### config.mk
export PLATFORM = sky130hd
export DESIGN_NAME = read_seq_fsm
export DESIGN_NICKNAME = d
export VERILOG_FILES = /design/src/rtl/read_seq_fsm.sv
export SDC_FILE = /design/constraint.sdc
export NUM_CORES = 1
export LEC_CHECK = 0
export CAP_MARGIN = 30
export CORE_MARGIN = 1
export CORE_UTILIZATION = 40
export CTS_BUF_LIST = sky130_fd_sc_hd__clkbuf_8
export DETAILED_ROUTE_END_ITERATION = 6
export PLACE_DENSITY = 0.73
export SETUP_SLACK_MARGIN = 0.4
export SYNTH_ARGS = -nofsm -noshare
export SYNTH_HDL_FRONTEND = slang
export SYNTH_SLANG_ARGS = --single-unit
### constraint.sdc
create_clock -name clk -period 1.71 [get_ports clk]
set_input_delay 0.2565 -clock clk [delete_from_list [all_inputs] [get_ports clk]]
set_output_delay 0.2565 -clock clk [all_outputs]
set_load 0.05 [all_outputs]
### src/rtl/read_seq_fsm.sv
// -----------------------------------------------------------------------------
// read_seq_fsm
//
// Batches slave read requests, fetches the matching rdata beats from the
// slave, delivers them to the master under backpressure, then flushes for a
// fixed number of cycles before returning to idle.
//
// Ports
//   clk           sole clock, rising edge
//   rst_in        asynchronous active-high reset
//   slave_req     slave request strobe
//   slave_cmd     0 = read, 1 = write (writes are ignored everywhere)
//   slave_ack     one rdata beat returned by the slave this cycle
//   master_ready  master accepted one delivered beat this cycle
//   pres_state    registered state (IDLE=0 COLLECT=1 FETCH=2 DELIVER=3 FLUSH=4)
//   next_state    combinational next state (IDLE while rst_in is high)
//   st_cnt        registered per-state counter
//   batch_len     registered request count latched when COLLECT closes
//   collect_en, fetch_en, deliver_en, flush_en
//                 one-hot decode of pres_state
//   ovf           one-cycle pulse: a read was dropped because the batch was full
//   done          one-cycle pulse on FLUSH -> IDLE
//
// state   | meaning
// --------+-------------------------------------------------------------
// IDLE    | waiting for the first read request of a batch
// COLLECT | counting reads until DEPTH or until the idle timer expires
// FETCH   | counting slave_ack beats up to batch_len
// DELIVER | counting master_ready handshakes up to batch_len
// FLUSH   | fixed FLUSH_CYC-cycle drain, then done
// -----------------------------------------------------------------------------
module read_seq_fsm #(
    parameter int DEPTH     = 4,
    parameter int TIMEOUT   = 8,
    parameter int FLUSH_CYC = 1,
    localparam int MAX_A    = (DEPTH > FLUSH_CYC) ? DEPTH : FLUSH_CYC,
    localparam int MAX_V    = (MAX_A > TIMEOUT) ? MAX_A : TIMEOUT,
    localparam int CW_RAW   = $clog2(MAX_V + 1),
    localparam int CW       = (CW_RAW < 3) ? 3 : CW_RAW
) (
    input  logic          clk,
    input  logic          rst_in,
    input  logic          slave_req,
    input  logic          slave_cmd,
    input  logic          slave_ack,
    input  logic          master_ready,
    output logic [2:0]    pres_state,
    output logic [2:0]    next_state,
    output logic [CW-1:0] st_cnt,
    output logic [CW-1:0] batch_len,
    output logic          collect_en,
    output logic          fetch_en,
    output logic          deliver_en,
    output logic          flush_en,
    output logic          ovf,
    output logic          done
);

    typedef enum logic [2:0] {
        ST_IDLE    = 3'd0,
        ST_COLLECT = 3'd1,
        ST_FETCH   = 3'd2,
        ST_DELIVER = 3'd3,
        ST_FLUSH   = 3'd4
    } state_t;

    localparam logic [CW-1:0] ONE_C        = CW'(1);
    localparam logic [CW-1:0] DEPTH_C      = CW'(DEPTH);
    localparam logic [CW-1:0] TIMEOUT_C    = CW'(TIMEOUT);
    localparam logic [CW-1:0] FLUSH_LAST_C = CW'(FLUSH_CYC - 1);

    state_t        state_q, state_d;
    logic [CW-1:0] cnt_q, cnt_d;
    logic [CW-1:0] blen_q, blen_d;
    logic [CW-1:0] tmr_q, tmr_d;
    logic          ovf_q, ovf_d;
    logic          done_q, done_d;
    logic          rd_req;

    assign rd_req = slave_req & ~slave_cmd;

    always_ff @(posedge clk or posedge rst_in) begin
        if (rst_in) begin
            state_q <= ST_IDLE;
            cnt_q   <= '0;
            blen_q  <= '0;
            tmr_q   <= '0;
            ovf_q   <= 1'b0;
            done_q  <= 1'b0;
        end else begin
            state_q <= state_d;
            cnt_q   <= cnt_d;
            blen_q  <= blen_d;
            tmr_q   <= tmr_d;
            ovf_q   <= ovf_d;
            done_q  <= done_d;
        end
    end

    always_comb begin
        state_d = state_q;
        cnt_d   = cnt_q;
        blen_d  = blen_q;
        tmr_d   = '0;
        ovf_d   = 1'b0;
        done_d  = 1'b0;
        case (state_q)
            ST_IDLE: begin
                if (rd_req) begin
                    state_d = ST_COLLECT;
                    cnt_d   = ONE_C;
                end else begin
                    cnt_d   = '0;
                end
            end
            ST_COLLECT: begin
                tmr_d = tmr_q;
                // A read landing on a full batch is dropped and flagged,
                // even in the cycle the batch closes.
                if (rd_req && (cnt_q == DEPTH_C)) begin
                    ovf_d = 1'b1;
                end
                // Closing takes priority: a read in the closing cycle with
                // room left is not added to the batch being handed off.
                if ((cnt_q == DEPTH_C) || ((TIMEOUT != 0) && (tmr_q == TIMEOUT_C))) begin
                    state_d = ST_FETCH;
                    blen_d  = cnt_q;
                    cnt_d   = '0;
                    tmr_d   = '0;
                end else if (rd_req) begin
                    cnt_d   = cnt_q + ONE_C;
                    tmr_d   = '0;
                end else if (tmr_q != TIMEOUT_C) begin
                    tmr_d   = tmr_q + ONE_C;
                end
            end
            ST_FETCH: begin
                if (cnt_q == blen_q) begin
                    state_d = ST_DELIVER;
                    cnt_d   = '0;
                end else if (slave_ack) begin
                    cnt_d   = cnt_q + ONE_C;
                end
            end
            ST_DELIVER: begin
                if (cnt_q == blen_q) begin
                    state_d = ST_FLUSH;
                    cnt_d   = '0;
                end else if (master_ready) begin
                    cnt_d   = cnt_q + ONE_C;
                end
            end
            ST_FLUSH: begin
                if (cnt_q == FLUSH_LAST_C) begin
                    state_d = ST_IDLE;
                    cnt_d   = '0;
                    blen_d  = '0;
                    done_d  = 1'b1;
                end else begin
                    cnt_d   = cnt_q + ONE_C;
                end
            end
            default: begin
                state_d = ST_IDLE;
                cnt_d   = '0;
                blen_d  = '0;
            end
        endcase
    end

    assign pres_state = state_q;
    assign next_state = rst_in ? ST_IDLE : state_d;
    assign st_cnt     = cnt_q;
    assign batch_len  = blen_q;
    assign ovf        = ovf_q;
    assign done       = done_q;
    assign collect_en = (state_q == ST_COLLECT);
    assign fetch_en   = (state_q == ST_FETCH);
    assign deliver_en = (state_q == ST_DELIVER);
    assign flush_en   = (state_q == ST_FLUSH);

endmodule

Word-level counts from Yosys, hierarchy flattened
Cells that the tools add are included.
{"block": "classes", "add_sub_neg": 2, "n_eq_ne": 14, "n_mux": 27, "bitwise_logic": 3, "reduce_logical": 7}
{"operator": "two-way mux 4 bit", "n": 13}
{"operator": "one-hot mux 4 bit (5 select lines)", "n": 1}
{"operator": "two-way mux 3 bit", "n": 6}
{"operator": "one-hot mux 3 bit (5 select lines)", "n": 1}
{"operator": "one-hot mux 4 bit (3 select lines)", "n": 1}
{"operator": "adder 4 x 1 -> 4 bit, second input constant", "n": 2}
{"operator": "equality test 3 x 2 -> 1 bit, second input constant", "n": 2}
{"operator": "!= test 3 x 2 -> 1 bit, second input constant", "n": 2}
{"operator": "AND reduction 3 bit", "n": 2}
{"operator": "two-way mux 1 bit", "n": 5}
{"operator": "equality test 4 x 3 -> 1 bit, second input constant", "n": 1}
{"operator": "equality test 4 bit", "n": 1}
{"operator": "equality test 4 bit, second input constant", "n": 1}
{"operator": "zero test 4 bit", "n": 1}
{"operator": "!= test 2 x 1 -> 1 bit, second input constant", "n": 2}
{"operator": "!= test 4 x 1 -> 1 bit, second input constant", "n": 1}
{"operator": "!= test 4 bit, second input constant", "n": 1}
{"operator": "equality test 3 x 1 -> 1 bit, second input constant", "n": 1}
{"operator": "equality test 3 bit, second input constant", "n": 1}
{"operator": "zero test 3 bit", "n": 1}
{"operator": "!= test 3 x 1 -> 1 bit, second input constant", "n": 1}
{"operator": "OR reduction 3 bit", "n": 1}
{"operator": "NOT 1 bit", "n": 2}
{"operator": "AND 1 bit", "n": 1}
{"operator": "2 further kinds", "n": 2}
{"block": "totals", "reg_bits": 17, "in_bits": 6, "output_inout_bits": 20, "word_cells": 59}

Longest topological paths before layout
{"block": "depth", "ltp_word": 5, "mapped_depth": 7, "depth_no_buf": 7}

Least setup slack after synthesis
No wires, ideal clock.
{"block": "synth_path", "path_type": "flip-flop to output port", "startpoint": "register state_q[2], in the netlist pres_state[2]", "endpoint": "output port next_state[2]", "arrival_time_ns": 2.646, "required_ns": 1.454, "slack_ns": -1.193, "path_stages_with_launch": 5, "path_buffers": 0, "cell_sequence": "dfrtp_1 > nand2b_1 > nor2_1 > nand2_1 > a21oi_1"}
{"block": "synth_via", "elab_chain_cells": 3, "word_cells_on_any_way": 12, "cone_classes": "eq/ne: 4; mux: 7; reduce/logical: 1"}
{"element": "from (decl)", "line_no": "72", "source": "state_t state_q, state_d;"}
{"element": "from (signal assigned)", "line_no": "91", "source": "state_q <= state_d;"}
{"element": "equality test 3 x 2 -> 1 bit"}
{"element": "net deliver_en", "line_no": "53", "source": "output logic deliver_en,"}
{"element": "one-hot mux 3 bit (5 select lines)", "line_no": "107", "source": "case (state_q)"}
{"element": "two-way mux 3 bit", "line_no": "172", "source": "assign next_state = rst_in ? ST_IDLE : state_d;"}
{"element": "to (decl)", "line_no": "48", "source": "output logic [2:0] next_state,"}
The timed path passes the listed nets, and every way through them passes these cells.

Worst setup path after layout
{"block": "layout_path", "startpoint": "register blen_q[1], in the netlist batch_len[1]", "endpoint": "output port next_state[0]"}
{"block": "layout_via", "elab_chain_cells": 4, "word_cells_on_any_way": 5, "cone_classes": "eq/ne: 1; mux: 4"}
{"element": "from (decl)", "line_no": "74", "source": "logic [CW-1:0] blen_q, blen_d;"}
{"element": "from (signal assigned)", "line_no": "93", "source": "blen_q <= blen_d;"}
{"element": "equality test 4 bit (*)", "line_no": "138, 146"}
{"element": "two-way mux 3 bit, on equally long branches", "line_no": "146, 138"}
{"element": "one-hot mux 3 bit (5 select lines) (*)", "line_no": "107"}
{"element": "net state_d[0]", "line_no": "72"}
{"element": "two-way mux 3 bit (*)", "line_no": "172"}
The timed path passes the listed nets; every way through them passes the cells marked *.

==> flow_summary_export.csv <==
group,metric,value,unit
timing,setup_tns,-3364,ps
grt,antenna_found_initial,0,
timing,setup_viol,11,
cts,cts_hold_buf,0,
final_layout,final_area,2003,um^2
yosys,synth_edf_count,0,
timing,drv_slew,0,
floorplanning,core-area,2233,um^2
drt,drc,0,
timing,maxSlewHeadroom,80.19,%
setup_path,crit_type,"flip-flop to output port",
yosys,synth.top_cells.by_area,"dfrtp_1 (45%), ha_1 (5.2%), xor2_1 (4.6%)",
grt,grt_usage,27.71,%
placed_design,portBuffers,25,
run_status,violations,"setup timing",
setup_path,cp.depth,7,
yosys,yosysWarnings,0,
setup_path,crit_path_max_incr_delay,430,ps
final_layout,syn2layout_area_growth,109.6,%
timing,setup_slack,-516.8,ps
final_layout,n_antenna_cell,0,
cts,clk_root_buffer_cell,"clkbuf_8",
yosys,syn_nets,106,
setup_path,worstReg2RegEnd,"st_cnt[3]",
yosys,syn_area_per_cell,9.957,um^2
floorplanning,ios,26,
yosys,synth_flop_cell,"dfrtp_1",
final_layout,multiInputGateArea,711.9,um^2
final_layout,layout.cells.non_filler,195,
setup_path,crit_fanout,4,
yosys,synthCells,96,
drt,drt_iter0_markers,31,
drt,detail_route.wl_per_cell,21.45,um
final_layout,fin_nets,178,
drt,vias,1070,
timing,fin_skew,1.165,ps
drt,antenna_left,0,
timing,min_period,2227,ps
placed_design,preCtsSetupSlack,-153.7,ps
floorplanning,die_h,50.89,um
yosys,synth_compound_area_share,12.83,%
power,powerDensity,2166,nW/um^2
timing,hold_viol,0,
power,power.leakage,0.0009074,uW
grt,grt_max_degree,11,
worst_hold_path,hp-class,"input port to async pin",
yosys,async_reset_ff_share,100.0,%
yosys,synth_fa_ha_area_share,5.236,%
yosys,yosysTopAreaCell,"dfrtp_1",
final_layout,register_area,437.9,um^2
floorplanning,fp.dieArea,2589,um^2
timing,fin_crit_sh,130.2,%
setup_path,worstReg2RegStart,"st_cnt[1]",
yosys,synth_area,955.9,um^2
setup_path,crit_path_cell_trace,"xor2_2 -> nor4_4 -> buf_4 -> xnor2_2 -> o211ai_2 -> and2_4 -> buf_12",
cts,cts_buffer_depth,2,
drt,routed_via_density,5.487,
grt,overflow,0,
final_layout,drive_gt1_share,71.26,%
grt,grt_pass1_vias,1038,
cts,clk_latency,260,ps
placed_design,dp.final_hpwl,1930,um
timing,rsz0062_at_grt,"true",
yosys,synth_most_common_cell,"dfrtp_1",
cts,cts_max_level,1,
timing,tightest_slew,296.3,ps
setup_path,r2r_slack,-370,ps
placed_design,place_area,1529,um^2
cts,cts_sinks,17,
setup_path,crit_end,"next_state[0]",
cts,clk_pin_slew_worst_paths,70,ps
yosys,ys_ff_latch,17,
setup_path,critPathSlowestCell,"dfrtp_2",
floorplanning,die_x,50.89,um
setup_path,worstPathArrival,1970,ps
cts,cts_buffers,3,
power,irDropWorstVdd,1813,uV
setup_path,cp.required,1450,ps
setup_path,critical_path_buf_inv_count,2,
run_status,status,"finished, violations left",
placed_design,dp_cells,169,
yosys,synth_top_family_by_area,"simple AND/OR/NAND/NOR gates",
floorplanning,rows,17,
setup_path,cp-startpoint,"batch_len[1]",
cts,cts_tree,"built",
drt,drtPass1Iterations,4,
yosys,synth.top_cell.area_share,44.50,%
yosys,ys_seq_area_share,44.50,%
floorplanning,start_util,42.80,%
setup_path,path_delay_family,"simple AND/OR/NAND/NOR gates",
setup_path,start_kind,"flip-flop",
setup_path,endpoint_kind,"output port",
yosys,synthTopCellsByCount,"dfrtp_1 (17), inv_1 (11), nor2_1 (10)",
timing,clock.fmax,449.1,MHz
placed_design,routabilityCongestion,0.7921,
yosys,synth_xor_area_share,6.414,%
yosys,yosysUniqueCellTypes,31,
grt,grt_pass1_wl,5057,um
job,drv_cap,0,
setup_path,ff2ff_path_depth,11,
yosys,synth.mux.area_fraction,1.178,%
yosys,synth_simple_gate_area_share,23.82,%
final_layout,fillCellCount,90,
drt,routed_wl,4182,um
layer usage:
layer  vias to the layer above  track usage (%)  part of all wire (%)
met3                        18            4.167                   5.0
met5                         -                0                     0
li1                        458                -                     -
met4                         0            12.96                   4.4
met1                       542            30.99                    38
met2                        52            51.11                    52
per-stage QoR:
stage	total power (uW)	hold WS, ps	utilization [%]
after floorplan	2002	198.4	-
after global placement	2691	508.5	68.46
after detailed placement	2748	513.9	68.46
after CTS	3486	468.3	79.94
after global routing	4473	525.6	89.69
final	4339	496.3	89.69
sequential cells by signal (all words and copies together) (netlist names):
signal and count:
ovf 1, tmr_q 4, batch_len 4, pres_state 3, st_cnt 4, done 1
cells in the final DEF, fill, tap and decap left out, types with 3 or more instances in the layout:
cell              n
buf_4            34
buf_6            19
dfrtp_2          10
buf_12            8
inv_1             7
dfrtp_1           7
nor2_4            6
clkdlybuf4s50_1   5
a22o_1            4
nand2_1           4
nand2b_1          3
nand3_1           3
xor2_2            3
clkbuf_8          3
buf_8             3
cell families after synthesis:
kind of cell,after synthesis
DFF,17
adders and majority gates,4
and+or+nand+nor,39
muxes,1
xor gates and xnor gates,7
buffers and inverters,13
AOI/OAI and AO/OA,15
worst min-delay path, stage by stage:
cell             delay (ps)
clkdlybuf4s50_1         460
inv_1                   180
buf_4                   200
timing repair:
action                                  4_1_cts  5_1_grt
buffers inserted                             11       11
pin swaps                                    11       13
gates resized for setup                      33       29
endpoints found under the setup margin       22       28
where the power goes:
part | internal (uW) | total [uW] | switching [uW]
clock network | 162 | 319 | 156
registers | 528 | 684 | 156
logic | 1600 | 3340 | 1740
total | 2290 | 4340 | 2050
area by class of cell:
| type | count | area share, % |
|---|---|---|
| Multi-Input combinational cell | 66 | 35.54 |
| Inverter | 11 | 2.374 |
| Sequential cell | 17 | 21.86 |
| Tap cell | 28 | 1.749 |
| Clock inverter | 1 | 0.2498 |
| Timing Repair Buffer | 69 | 36.16 |
| Clock buffer | 3 | 2.061 |
worst min-delay path by stage:
stage,start,end,slack (ps),depth (start not counted)
after floorplan,rst_in,batch_len[2],200,1
after global placement,pres_state[2],ovf,510,1
after detailed placement,pres_state[2],ovf,510,1
after CTS,rst_in,tmr_q[1],470,3
after global routing,rst_in,tmr_q[2],530,3
final,rst_in,tmr_q[3],500,3
Note: power is estimated with default switching activity, not from simulation.
